**config.mk**
```make
export PLATFORM = sky130hd
export DESIGN_NAME = serdes_status_filter
export DESIGN_NICKNAME = d
export VERILOG_FILES = /design/src/rtl/serdes_status_filter_pkg.sv /design/src/rtl/serdes_status_filter_flag.sv /design/src/rtl/serdes_status_filter.sv
export SDC_FILE = /design/constraint.sdc
export NUM_CORES = 1
export LEC_CHECK = 0
export BUFFER_PORTS_ARGS = -buffer_cell sky130_fd_sc_hd__buf_2
export CAP_MARGIN = 5
export CORE_MARGIN = 3
export CORE_UTILIZATION = 55
export CTS_CLUSTER_DIAMETER = 200
export CTS_CLUSTER_SIZE = 24
export DETAILED_ROUTE_END_ITERATION = 8
export GPL_TIMING_DRIVEN = 0
export PLACE_DENSITY_LB_ADDON = 0.15
export SETUP_SLACK_MARGIN = 0.15
export SLEW_MARGIN = 20
export SYNTH_ARGS = -nofsm -noshare
export SYNTH_HDL_FRONTEND = slang
export SYNTH_SLANG_ARGS = --single-unit
```
**constraint.sdc**
```tcl
create_clock -name refclkdiv2 -period 2.5 [get_ports refclkdiv2]
set_clock_uncertainty 0.05 [all_clocks]
set_input_delay 0.25 -clock refclkdiv2 [delete_from_list [all_inputs] [get_ports refclkdiv2]]
set_output_delay 0.25 -clock refclkdiv2 [all_outputs]
set_load 0.005 [all_outputs]
```
**src/rtl/serdes_status_filter_pkg.sv**
```systemverilog
// Shared constants and types for the SERDES status-flag conditioning path.
package serdes_status_filter_pkg;

  localparam int unsigned FILT_CNT_W = 8;

  // Filtered flags come out of reset in the loss state.
  localparam logic FLAG_RST_VAL = 1'b1;

  localparam logic [7:0] LOSS_CNT_MAX = 8'd255;

  typedef logic [FILT_CNT_W-1:0] filt_cnt_t;

  // A flag needs a short run to assert and a long run to clear.
  function automatic filt_cnt_t filt_limit(input logic cur_out,
                                           input filt_cnt_t assert_lim,
                                           input filt_cnt_t deassert_lim);
    return cur_out ? deassert_lim : assert_lim;
  endfunction

endpackage

```
**src/rtl/serdes_status_filter_flag.sv**
```systemverilog
// One raw status flag: 2-flop synchroniser followed by an asymmetric debounce.
module status_flag_filter
  import serdes_status_filter_pkg::*;
#(
  parameter int unsigned ASSERT_CYC   = 2,
  parameter int unsigned DEASSERT_CYC = 16
) (
  input  logic refclkdiv2,
  input  logic rst,
  input  logic raw,
  output logic filt
);

  localparam filt_cnt_t ASSERT_LIM   = filt_cnt_t'(ASSERT_CYC);
  localparam filt_cnt_t DEASSERT_LIM = filt_cnt_t'(DEASSERT_CYC);

  logic      sy1;
  logic      sy2;
  filt_cnt_t cnt;
  filt_cnt_t limit;

  assign limit = filt_limit(filt, ASSERT_LIM, DEASSERT_LIM);

  always_ff @(posedge refclkdiv2 or posedge rst) begin
    if (rst) begin
      sy1 <= FLAG_RST_VAL;
      sy2 <= FLAG_RST_VAL;
    end else begin
      sy1 <= raw;
      sy2 <= sy1;
    end
  end

  // Any cycle where the synchronised input agrees with the output restarts the run.
  always_ff @(posedge refclkdiv2 or posedge rst) begin
    if (rst) begin
      filt <= FLAG_RST_VAL;
      cnt  <= '0;
    end else if (sy2 == filt) begin
      cnt <= '0;
    end else if (cnt + filt_cnt_t'(1) == limit) begin
      filt <= ~filt;
      cnt  <= '0;
    end else begin
      cnt <= cnt + filt_cnt_t'(1);
    end
  end

endmodule

```
**src/rtl/serdes_status_filter.sv**
```systemverilog
// Synchronises and debounces SERDES status flags and counts receive loss events.
module serdes_status_filter
  import serdes_status_filter_pkg::*;
#(
  parameter int unsigned ASSERT_CYC   = 2,
  parameter int unsigned DEASSERT_CYC = 16
) (
  input  logic       refclkdiv2,
  input  logic       rst,
  input  logic       rx_cdr_lol_ch,
  input  logic       rx_los_low_ch,
  input  logic       tx_pll_lol_qd,
  input  logic       clr_cnt,
  output logic       rx_cdr_lol_ch_s,
  output logic       rx_los_low_ch_s,
  output logic       tx_pll_lol_qd_s,
  output logic       rx_loss_pulse,
  output logic [7:0] rx_loss_cnt
);

  logic loss_now;
  logic loss_d;

  status_flag_filter #(
    .ASSERT_CYC  (ASSERT_CYC),
    .DEASSERT_CYC(DEASSERT_CYC)
  ) u_cdr_filt (
    .refclkdiv2(refclkdiv2),
    .rst       (rst),
    .raw       (rx_cdr_lol_ch),
    .filt      (rx_cdr_lol_ch_s)
  );

  status_flag_filter #(
    .ASSERT_CYC  (ASSERT_CYC),
    .DEASSERT_CYC(DEASSERT_CYC)
  ) u_los_filt (
    .refclkdiv2(refclkdiv2),
    .rst       (rst),
    .raw       (rx_los_low_ch),
    .filt      (rx_los_low_ch_s)
  );

  status_flag_filter #(
    .ASSERT_CYC  (ASSERT_CYC),
    .DEASSERT_CYC(DEASSERT_CYC)
  ) u_pll_filt (
    .refclkdiv2(refclkdiv2),
    .rst       (rst),
    .raw       (tx_pll_lol_qd),
    .filt      (tx_pll_lol_qd_s)
  );

  assign loss_now      = rx_cdr_lol_ch_s | rx_los_low_ch_s;
  assign rx_loss_pulse = loss_now & ~loss_d;

  // loss_d resets high so leaving reset in the loss state is not counted as an event.
  always_ff @(posedge refclkdiv2 or posedge rst) begin
    if (rst) begin
      loss_d <= FLAG_RST_VAL;
    end else begin
      loss_d <= loss_now;
    end
  end

  always_ff @(posedge refclkdiv2 or posedge rst) begin
    if (rst) begin
      rx_loss_cnt <= '0;
    end else if (clr_cnt) begin
      rx_loss_cnt <= '0;
    end else if (rx_loss_pulse && (rx_loss_cnt != LOSS_CNT_MAX)) begin
      rx_loss_cnt <= rx_loss_cnt + 8'd1;
    end
  end

endmodule

```
After elaboration in Yosys (flattened, before gate mapping)
Cells that the tools add are included.

storage, ports and cells
  bits in registers = 42
  bits in latches = 0
  RAM bits = 0
  memory bits (read-only) = 0
  output and inout port bits = 12
  word-level logic and storage cells = 50
  memories kept = 0

cells by class
  $add $sub $neg = 4
  multipliers = 0
  divide/modulo/power cells = 0
  order comparisons = 0
  equality and inequality tests = 7
  shifts and indexed selects = 0
  mux-type cells = 11
  bitwise operators = 9
  reduce and logical (&&, ||, !) cells = 5

operators by type and width
  kind                                         count
  two-way mux 8 bit                            8
  adder 8 x 1 -> 8 bit, second input constant  4
  equality test 8 bit                          3
  two-way mux 5 bit                            3
  != test 8 bit, second input constant         1
  inverter 1 bit                               7
  AND reduction 2 bit                          3
  equality test 1 bit                          3
  nonzero test 2 bit                           1
  bitwise AND 1 bit                            1
  logical AND 1 bit                            1
  bitwise OR 1 bit                             1

Logic depth before layout (Yosys ltp)
Gate-level depths: netlist (run 1).

  depth in word-level cells = 5
  gate-level depth with buffers = 7
  gate-level depth less buffers = 6

Cells and area by module
From an unflattened synthesis (run 1), not the netlist that was laid out.

second synthesis, totals
  cells, all modules = 238
  area total of the unflattened synthesis = 2,491.1 sq um

modules (own cells, without submodules)
  module                instances  cells an instance  area each (sq um)  seq. area each (sq um)
  status_flag_filter    3          63                 645.6              279.0
  serdes_status_filter  1          49                 554.3              226.5

Least setup slack after synthesis (run 1)
No wires, ideal clock.

  kind = register to register
  start = register u_cdr_filt.cnt[0]
  end = register u_cdr_filt.filt
  library setup time = 80 ps
  data arrival time = 1,674 ps
  slack = 697 ps
  stages on the path, launching flop included = 7
  cell sequence = dfrtp_1 > ha_1 > and2_1 > and2_4 > o32a_1 > o31a_1 > o22a_1

on the way
  longest elaborated chain between the ends = 3

RTL lines
  what                                  line                             RTL
  start: declaration                    serdes_status_filter_flag.sv:19  filt_cnt_t cnt;
  start signal: assignment              serdes_status_filter_flag.sv:45  cnt <= cnt + filt_cnt_t'(1);
  adder 8 x 1 -> 8 bit                  serdes_status_filter_flag.sv:41  end else if (cnt + filt_cnt_t'(1) == limit) begin
  equality test 8 bit                   serdes_status_filter_flag.sv:41
  AND reduction 2 bit (no source line)  n/a
  end signal: assignment                serdes_status_filter_flag.sv:42  filt <= ~filt;
  end: declaration                      serdes_status_filter_flag.sv:11  output logic filt

No other way between the ends.
A chain may end at the register's enable or synchronous reset.

Worst setup path after layout (run 1)
  start = register u_los_filt.cnt[0]
  end = register u_los_filt.filt

on the way
  longest elaborated chain between the ends = 3

RTL lines
  what                                  line
  start: declaration                    serdes_status_filter_flag.sv:19
  start signal: assignment              serdes_status_filter_flag.sv:45
  adder 8 x 1 -> 8 bit                  serdes_status_filter_flag.sv:41
  equality test 8 bit                   serdes_status_filter_flag.sv:41
  AND reduction 2 bit (no source line)  n/a
  end signal: assignment                serdes_status_filter_flag.sv:42
  end: declaration                      serdes_status_filter_flag.sv:11

No other way between the ends.

==> results.json, run 1 <==
{
  "outcome": "finished clean",
  "total_power_w": 0.00178,
  "crit_type": "flip-flop to flip-flop",
  "worstSkewPairLatency_ps": 290,
  "holdWs_ps": 250,
  "wl_met3_um": 202,
  "cts_root_buffer": "clkbuf_8",
  "r2r-end": "u_los_filt.filt$_DFFE_PP1P_",
  "hold_viol": 0,
  "yosys_warnings": 0,
  "setup_viol": 0,
  "ant_nets": 0,
  "diodes": 0,
  "p_leak_nw": 1.05,
  "cts_resized": 0,
  "async_flop_share_pct": 100,
  "synth_edf_count": 0,
  "crit_arrival_ps": 2120,
  "drtPass1Iterations": 4,
  "hold_end": "rx_loss_cnt[1]$_DFFE_PP0P_",
  "cp-start-kind": "flip-flop",
  "wire_per_inst_um": 14.0,
  "worst-path-buf-inv": 0,
  "cts.clk_slew.worst_paths_ps": 80,
  "path_max_fanout": 6,
  "p_per_area_nw_per_um2": 755,
  "netlist_area_um2": 2050,
  "synth.distinct_cells": 43,
  "tns_ps": 0,
  "floorplan.initialDensity_pct": 59.2,
  "min-delay-start": "clr_cnt",
  "track_usage_pct": 19.3,
  "ir_worst_vdd_uv": 471,
  "worst_slew_pin_slew_ps": 587,
  "routed_wl_um": 3810,
  "die-area_um2": 4500,
  "grt_max_degree": 25,
  "cpPeakStageDelay_ps": 440,
  "fin_crit_sh_pct": 77.9,
  "synth_nets": 207,
  "port_buffers": 16,
  "maxUsedRoutingLayer": "met4",
  "rsz0062_at_grt": "false",
  "drive_above_1_share_pct": 19.5,
  "crit_chain": "ha_1 > xnor2_1 > and3_1 > nand4_1 > nor3_1 > mux2_2",
  "drc_errors": 0,
  "met1_length_um": 1670,
  "timing.slew.headroom_pct": 60.6,
  "grt_pass1_wl_um": 6530,
  "cts_tree": "built",
  "viasPerCell": 5.64,
  "final_area_um2": 2350,
  "pre_cts_slack_ps": 582,
  "cpMaxStageDelayCell": "dfrtp_1",
  "syn_inst": 197,
  "die_h_um": 67.1,
  "drt_iter0_markers": 68,
  "cap_violations": 0,
  "final.setup.worst_slack_ps": 553,
  "first_global_vias": 1506,
  "ys.flop_type": "dfrtp_1",
  "ys_ff_latch": 42,
  "ys_seq_area_share_pct": 51.8,
  "postSynthAreaPerCell_um2": 10.4,
  "antenna_found_initial": 0,
  "io_pins": 18,
  "htreeDepth": 2,
  "met2WireLength_um": 1910,
  "dp.final_hpwl_um": 2730,
  "vias": 1535,
  "fin_crit_ps": 1950,
  "gp_congestion": 0.857,
  "critPathTopFamily": "simple AND/OR/NAND/NOR gates",
  "reg2reg_slack_ps": 550,
  "overflow": 0,
  "areaGrowthSynthToFinish_pct": 14.4,
  "clkSinkCount": 42,
  "fillers": 276,
  "nets": 235,
  "clk_path_buf_depth": 2,
  "cts_buffers": 5,
  "hp-class": "input port to flip-flop",
  "drv_slew": 0,
  "die_w_um": 67.1,
  "place_area_um2": 2220,
  "crit_required_ps": 2680,
  "rr_worst_depth": 6,
  "post_cts_buffers": 0,
  "fmax_ghz": 0.514,
  "core_area_um2": 3470,
  "hold_depth": 2,
  "crit_path_end_kind": "flip-flop",
  "placementRows": 21,
  "timing.rr.start": "u_los_filt.cnt[0]$_DFF_PP0_"
}
## power breakdown
group	total (W)	switching (W)	internal, W
Combinational	0.000461	0.000238	0.000223
Clock	0.000448	0.000225	0.000223
Sequential	0.000866	0.0000868	0.000779
## per-stage QoR
| step | cells | utilization (%) |
|---|---|---|
| after floorplan | 197 | - |
| after global placement | 259 | 63.2 |
| after detailed placement | 260 | 64.0 |
| after CTS | 271 | 67.5 |
| after global routing | 272 | 67.8 |
| final | 272 | 67.8 |
## cells by family after synthesis
group           share of synthesized area [%]
compound gates                           10.4
xor+xnor                                 12.4
fa+ha+maj                                2.44
buf+inv                                  1.52
flops                                    51.8
mux                                      1.04
simple gates                             20.5
## Yosys cell counts (3+ instances only)
master	instances	share of area (%)
a21oi_1	6	1.5
a311oi_1	3	1.3
a31oi_1	3	0.91
and3_1	4	1.2
dfrtp_1	32	39
dfstp_2	10	13
ha_1	4	2.4
inv_1	6	1.1
nand2_1	11	2.0
nand3_1	12	2.9
nand4_1	5	1.5
nor2_1	25	4.6
o21ai_0	7	1.7
or3_1	5	1.5
xnor2_1	13	5.5
xor2_1	16	6.8
## worst max-delay path by stage
| stage | start | endpoint | slack (ps) | cells after the start |
|---|---|---|---|---|
| 2_1_floorplan | u_cdr_filt.cnt[0]$_DFF_PP0_ | u_cdr_filt.filt$_DFFE_PP1P_ | 700 | 6 |
| 5_1_grt | u_los_filt.cnt[0]$_DFF_PP0_ | u_los_filt.filt$_DFFE_PP1P_ | 420 | 6 |
| 6_report | u_los_filt.cnt[0]$_DFF_PP0_ | u_los_filt.filt$_DFFE_PP1P_ | 550 | 6 |
| 3_5_place_dp | u_cdr_filt.cnt[0]$_DFF_PP0_ | u_cdr_filt.filt$_DFFE_PP1P_ | 580 | 6 |
| 4_1_cts | u_los_filt.cnt[0]$_DFF_PP0_ | u_los_filt.filt$_DFFE_PP1P_ | 560 | 6 |
| 3_3_place_gp | u_los_filt.cnt[0]$_DFF_PP0_ | u_los_filt.filt$_DFFE_PP1P_ | 600 | 6 |
## sequential cells by signal (all words and copies together) (netlist names)
signal           count
rx_loss_cnt          8
u_cdr_filt.cnt       8
u_los_filt.cnt       8
u_pll_filt.cnt       8
loss_d               1
u_cdr_filt.filt      1
u_cdr_filt.sy1       1
u_cdr_filt.sy2       1
u_los_filt.filt      1
u_los_filt.sy1       1
u_los_filt.sy2       1
u_pll_filt.filt      1
u_pll_filt.sy1       1
u_pll_filt.sy2       1
## final cells by class
cell class / count / area [um2] / area share, %
tap: 46 / 57.6 / 2.45
sequential: 42 / 1060 / 45.2
inverter: 6 / 22.5 / 0.958
multi-input combinational: 147 / 960 / 40.8
clock buffer: 7 / 86.3 / 3.67
buffer: 2 / 8.76 / 0.373
timing repair buffer: 21 / 148 / 6.28
clock inverter: 1 / 5.00 / 0.213
## cell usage in the layout (no fill, tap or decap), types with 2 or more instances in the layout
| master | instances |
|---|---|
| clkbuf_8 | 6 |
| xnor2_1 | 13 |
| dfstp_2 | 10 |
| dlygate4sd3_1 | 4 |
| a311oi_1 | 3 |
| o21ai_0 | 7 |
| nand4_1 | 5 |
| or3_1 | 5 |
| inv_1 | 5 |
| dfrtp_1 | 32 |
| nand2_1 | 11 |
| nor3_1 | 2 |
| nand3_1 | 12 |
| a31oi_1 | 3 |
| ha_1 | 4 |
| and3_4 | 2 |
| nor2b_1 | 2 |
| buf_2 | 17 |
| o211ai_1 | 2 |
| a21oi_1 | 6 |
| nor2_1 | 25 |
| and3_1 | 4 |
| nor3b_1 | 2 |
| and2_1 | 2 |
| or2_2 | 2 |
| xor2_1 | 16 |
| and4_1 | 2 |
## metal layers
metal	global-route usage, %	up-vias
met5	0	-
met4	6.08	0
met3	6.07	4
met2	33.3	42
met1	22.8	737
li1	-	752
## repair_timing
action | 4_1_cts | 5_1_grt
setup endpoints to repair | 0 | 0
hold buffers | 3 | 1
hold endpoints to repair | 16 | 1
Note: power is estimated with default switching activity, not from simulation.
==> run 2: changes to the inputs <==
clock period = 1.8 ns   (was 2.5 ns; I/O delays follow)
==> run 2 against run 1 <==
  * The flow now finishes with violations (setup timing)
  * Clock-buffer cell count stayed put
  * Via count up 4.6%
  * Worst setup slack got worse by 610 ps
  * Wire length rose by 18%
  * Critical path depth stayed put
  * Clock power grew 32%
  * Critical path type unchanged
  * Largest power group unchanged
  * Highest routed layer unchanged
==> results.json, run 2 (synthesis gave the netlist of run 1 again) <==
{
  "htreeDepth": 2,
  "port_buffers": 16,
  "nets": 249,
  "crit_required_ps": 1980,
  "ir_worst_vdd_uv": 895,
  "pre_cts_slack_ps": -168,
  "crit_chain": "ha_4 > and2_4 > and2_4 > o32a_1 > o31a_1 > o22a_1",
  "final_common_cell": "dfrtp_1",
  "overflow": 0,
  "core_area_um2": 3470,
  "worst-path-buf-inv": 0,
  "layout_common_cells": "dfrtp_1, nor2_1, buf_2, xor2_1, buf_4",
  "floorplan.initialDensity_pct": 59.2,
  "crit_path_end_kind": "flip-flop",
  "violations": "setup timing",
  "p_seq_share_pct": 44.6,
  "fmax_ghz": 0.538,
  "first_global_vias": 1705,
  "die-area_um2": 4500,
  "rsz0062_at_grt": "true",
  "timing.slew.headroom_pct": 58.2,
  "track_usage_pct": 22.3,
  "hold_viol": 0,
  "clk_path_buf_depth": 2,
  "drc_errors": 0,
  "path_max_fanout": 3,
  "cp-start-kind": "flip-flop",
  "cap_violations": 0,
  "die_h_um": 67.1,
  "p_int_w": 0.00183,
  "drtPass1Iterations": 4,
  "reg2reg_slack_ps": -60,
  "dp.final_hpwl_um": 2790,
  "wire_per_inst_um": 15.7,
  "p_leak_nw": 1.13,
  "drive_above_1_share_pct": 33.3,
  "viasPerCell": 5.61,
  "combPwrFrac_pct": 33.6,
  "outcome": "finished, violations left",
  "postLayoutCoreUtil_pct": 74.9,
  "gp_congestion": 0.791,
  "routed_wl_um": 4480,
  "diodes": 0,
  "drt_iter0_markers": 75,
  "cpMostUsedCell": "and2_4",
  "total_power_w": 0.00271,
  "areaGrowthSynthToFinish_pct": 26.4,
  "vias": 1605,
  "drv_slew": 0,
  "critPathTopFamily": "compound AO/OA/AOI/OAI gates",
  "cts.clk_slew.worst_paths_ps": 90,
  "p_sw_share_pct": 32.4,
  "grt_pass1_wl_um": 7420,
  "antenna_found_initial": 0,
  "ant_nets": 0,
  "crit_type": "flip-flop to flip-flop",
  "holdWs_ps": 187,
  "setup_viol": 3,
  "p_per_area_nw_per_um2": 1040,
  "fin_crit_ps": 1860,
  "placementRows": 21,
  "io_pins": 18,
  "cpMaxStageDelayCell": "dfrtp_1",
  "worstSkewPairLatency_ps": 300,
  "power_switching_w": 0.000880,
  "cts_tree": "built",
  "hp-class": "input port to flip-flop",
  "cpPeakStageDelay_ps": 430,
  "grt_max_degree": 23,
  "final.setup.worst_slack_ps": -59.7,
  "crit_arrival_ps": 2040,
  "worst_slew_pin_slew_ps": 623,
  "fin_crit_sh_pct": 103,
  "clkPwrFrac_pct": 21.9,
  "cts_buffers": 5,
  "cts_root_buffer": "clkbuf_8",
  "clkSinkCount": 42,
  "die_w_um": 67.1
}
==> run 2: per-layer routing <==
layer  global-route usage, %  wire length [um]  part of all wire, %  vias to the layer above
li1                        -                 -                    -                      772
met1                    25.4              1800                   40                      774
met2                    39.6              2380                   53                       44
met3                    4.55               161                  3.6                       15
met4                    10.6               140                  3.1                        0
met5                       0                 0                    0                        -
==> run 2: power groups by stage <==
| stage | sequential, W | combinational (W) | clock (W) |
|---|---|---|---|
| 2_1_floorplan | 0.00120 | 0.000498 | 0 |
| 3_3_place_gp | 0.00121 | 0.000626 | 0 |
| 3_5_place_dp | 0.00122 | 0.000668 | 0 |
| 6_report | 0.00121 | 0.000911 | 0.000593 |
| 4_1_cts | 0.00119 | 0.000839 | 0.000610 |
| 5_1_grt | 0.00123 | 0.000996 | 0.000665 |
==> run 2: worst paths after layout <==
kind,start,to,cells past startpoint
setup / recovery,u_cdr_filt.cnt[0]$_DFF_PP0_,u_cdr_filt.filt$_DFFE_PP1P_,6
hold reg to reg,u_cdr_filt.sy1$_DFF_PP1_,u_cdr_filt.sy2$_DFF_PP1_,0
setup reg to reg,u_cdr_filt.cnt[0]$_DFF_PP0_,u_cdr_filt.filt$_DFFE_PP1P_,6
max in group asynchronous,rst,u_pll_filt.filt$_DFFE_PP1P_,4
hold / removal,clr_cnt,rx_loss_cnt[6]$_DFFE_PP0P_,2
min in group asynchronous,rst,u_cdr_filt.cnt[4]$_DFF_PP0_,3
==> run 2: area by class of cell <==
| class | count | area, um2 |
|---|---|---|
| buffer | 2 | 15.0 |
| clock buffer | 7 | 76.3 |
| clock inverter | 1 | 7.51 |
| fill | 251 | 871 |
| inverter | 6 | 22.5 |
| multi-input combinational | 147 | 1090 |
| sequential | 42 | 1070 |
| tap | 46 | 57.6 |
| timing repair buffer | 35 | 256 |
==> run 2: per-stage QoR <==
| stage | area [um2] | setup TNS [ps] | std cells |
|---|---|---|---|
| after floorplan | 2080 | 0 | 197 |
| after detailed placement | 2250 | -333 | 260 |
| after global placement | 2220 | -52.2 | 259 |
| after global routing | 2600 | -346 | 286 |
| after CTS | 2510 | -28.2 | 285 |
| final | 2600 | -74.5 | 286 |
==> run 2: worst reg2reg max path, stage by stage (launching register included) <==
cell,delay [ps]
dfrtp_1,430
ha_4,180
and2_4,130
and2_4,140
o32a_1,370
o31a_1,300
o22a_1,190
==> run 2: repair_timing <==
item / 4_1_cts / 5_1_grt
hold buffers: 4 / 0
cloned: 0 / 0
hold endpoints to repair: 19 / 0
setup buffers: 13 / 1
gates resized for setup: 12 / 15
pin swaps: 10 / 9
endpoints found under the setup margin: 13 / 14
==> run 3: changes to the inputs <==
CELL_PAD_IN_SITES_DETAIL_PLACEMENT = 0   (was unset)
CELL_PAD_IN_SITES_GLOBAL_PLACEMENT = 1   (was unset)
CORE_UTILIZATION = 46   (was 55)
==> run 3 against run 2 <==
  * The flow still finishes with violations (setup timing)
  * Sequential share of layout area is 0.20 points lower
  * Sequential power hardly changed
  * Clock-buffer cell count fell by 2
  * Global-route usage is 5.7 points lower
  * Worst hold slack lost 6.5 ps
  * First-iteration DRC count rose by 6.7%
  * Register-to-register slack gained 40 ps
  * Largest cell class unchanged
==> results.json, run 3 (synthesis gave the netlist of run 1 again) <==
{
  "routed_wl_um": 3900,
  "antenna_found_initial": 0,
  "gr-usage-met2_pct": 28.1,
  "rsz0062_at_grt": "true",
  "grt_max_degree": 32,
  "nets": 249,
  "vias": 1595,
  "first_global_vias": 1582,
  "areaGrowthSynthToFinish_pct": 27.6,
  "overflow": 0,
  "drv_slew": 0,
  "final.setup.worst_slack_ps": -24.0,
  "total_power_w": 0.00288,
  "pre_cts_slack_ps": -78.9,
  "drtPass1Iterations": 4,
  "violations": "setup timing",
  "layout_common_cells": "nor2_1, dfrtp_1, buf_2, xor2_1, buf_4",
  "fin_crit_sh_pct": 101,
  "grtUsageMet1_pct": 20.3,
  "port_buffers": 16,
  "worst-path-buf-inv": 1,
  "crit_arrival_ps": 1990,
  "htreeDepth": 2,
  "tns_ps": -38.1,
  "die-area_um2": 5300,
  "p_leak_nw": 1.14,
  "fin_crit_ps": 1820,
  "drc_errors": 0,
  "track_usage_pct": 16.7,
  "floorplan.initialDensity_pct": 49.6,
  "drt_iter0_markers": 80,
  "place_area_um2": 2240,
  "grt.busiest_layer": "met2",
  "cts_root_buffer": "clkbuf_8",
  "p_per_area_nw_per_um2": 1100,
  "die_w_um": 72.8,
  "crit_chain": "buf_4 > and3_4 > or3_1 > a21o_1 > o31a_1 > o22a_1",
  "timing.slew.headroom_pct": 61.6,
  "hold_viol": 0,
  "cts_tree": "built",
  "dp.final_hpwl_um": 2650,
  "clk_path_buf_depth": 2,
  "cts.clk_slew.worst_paths_ps": 70,
  "postLayoutCoreUtil_pct": 63.3,
  "die_h_um": 72.8,
  "final_area_um2": 2620,
  "worst_slew_pin_slew_ps": 571,
  "drive_above_1_share_pct": 35.4,
  "wire_per_inst_um": 13.4,
  "worstSkewPairLatency_ps": 300,
  "setup_viol": 2,
  "fmax_ghz": 0.548,
  "cts_buffers": 5,
  "critPathTopFamily": "compound AO/OA/AOI/OAI gates",
  "path_max_fanout": 4,
  "hp-class": "input port to flip-flop",
  "crit_path_end_kind": "flip-flop",
  "cpMaxStageDelayCell": "dfrtp_1",
  "ir_worst_vdd_uv": 823,
  "core_area_um2": 4140,
  "outcome": "finished, violations left",
  "crit_required_ps": 1970,
  "ant_nets": 0,
  "placementRows": 23,
  "diodes": 0,
  "grt_util_met3_pct": 4.82,
  "cap_violations": 0,
  "gp_congestion": 0.863,
  "cp-start-kind": "flip-flop",
  "cpPeakStageDelay_ps": 410,
  "clkSinkCount": 42,
  "crit_type": "flip-flop to flip-flop",
  "io_pins": 18,
  "grt_pass1_wl_um": 6820,
  "viasPerCell": 5.50
}
-- run 3: cell types whose count changed in the layout (fill, tap and decap cells not counted), sizes merged --
cell / change
clkinvlp: -1
bufinv: +1
clkbuf: -2
clkinv: +2
-- run 3: layout make-up --
cell class | count | area, um2
fillers | 319 | 1520
multi-input cells | 147 | 1090
flip-flops and latches | 42 | 1070
repair buffers | 35 | 249
clock buffers | 5 | 68.8
well taps | 50 | 62.6
clock inverters | 3 | 40.0
inverters | 6 | 22.5
plain buffers | 2 | 15.0
-- run 3: final timing paths --
kind                                        startpoint                          end  slack (ps)  depth (start not counted)
max                        u_cdr_filt.cnt[0]$_DFF_PP0_  u_cdr_filt.filt$_DFFE_PP1P_         -20                          6
min                                            clr_cnt   rx_loss_cnt[0]$_DFFE_PP0P_         180                          2
max reg2reg                u_cdr_filt.cnt[0]$_DFF_PP0_  u_cdr_filt.filt$_DFFE_PP1P_         -20                          6
min reg2reg                   u_pll_filt.sy1$_DFF_PP1_     u_pll_filt.sy2$_DFF_PP1_         290                          0
max in group asynchronous                          rst             loss_d$_DFF_PP1_         850                          4
min in group asynchronous                          rst  u_cdr_filt.cnt[6]$_DFF_PP0_         320                          3
-- run 3: per-stage QoR --
stage	hold WS [ps]	std cells
6_report	180	290
5_1_grt	211	290
4_1_cts	173	285
3_5_place_dp	92.0	264
3_3_place_gp	237	263
2_1_floorplan	134	197
-- run 3: metal layers --
layer | wire length [um] | vias to the layer above | part of all wire [%]
met4 | 37 | 0 | 0.95
met2 | 1990 | 35 | 51
met3 | 163 | 4 | 4.2
met5 | 0 | - | 0
li1 | - | 776 | -
met1 | 1710 | 780 | 44
-- run 3: timing repair --
item	4_1_cts	5_1_grt
hold endpoints to repair	10	0
gates resized for setup	11	20
buffers inserted	9	5
endpoints found under the setup margin	13	13
pin swaps	10	14
hold buffers	4	0
-- run 3: power breakdown --
| group | internal (W) | total [W] | switching, W |
|---|---|---|---|
| sequential | 0.00109 | 0.00121 | 0.000123 |
| combinational | 0.000508 | 0.000945 | 0.000437 |
| clock | 0.000408 | 0.000726 | 0.000318 |
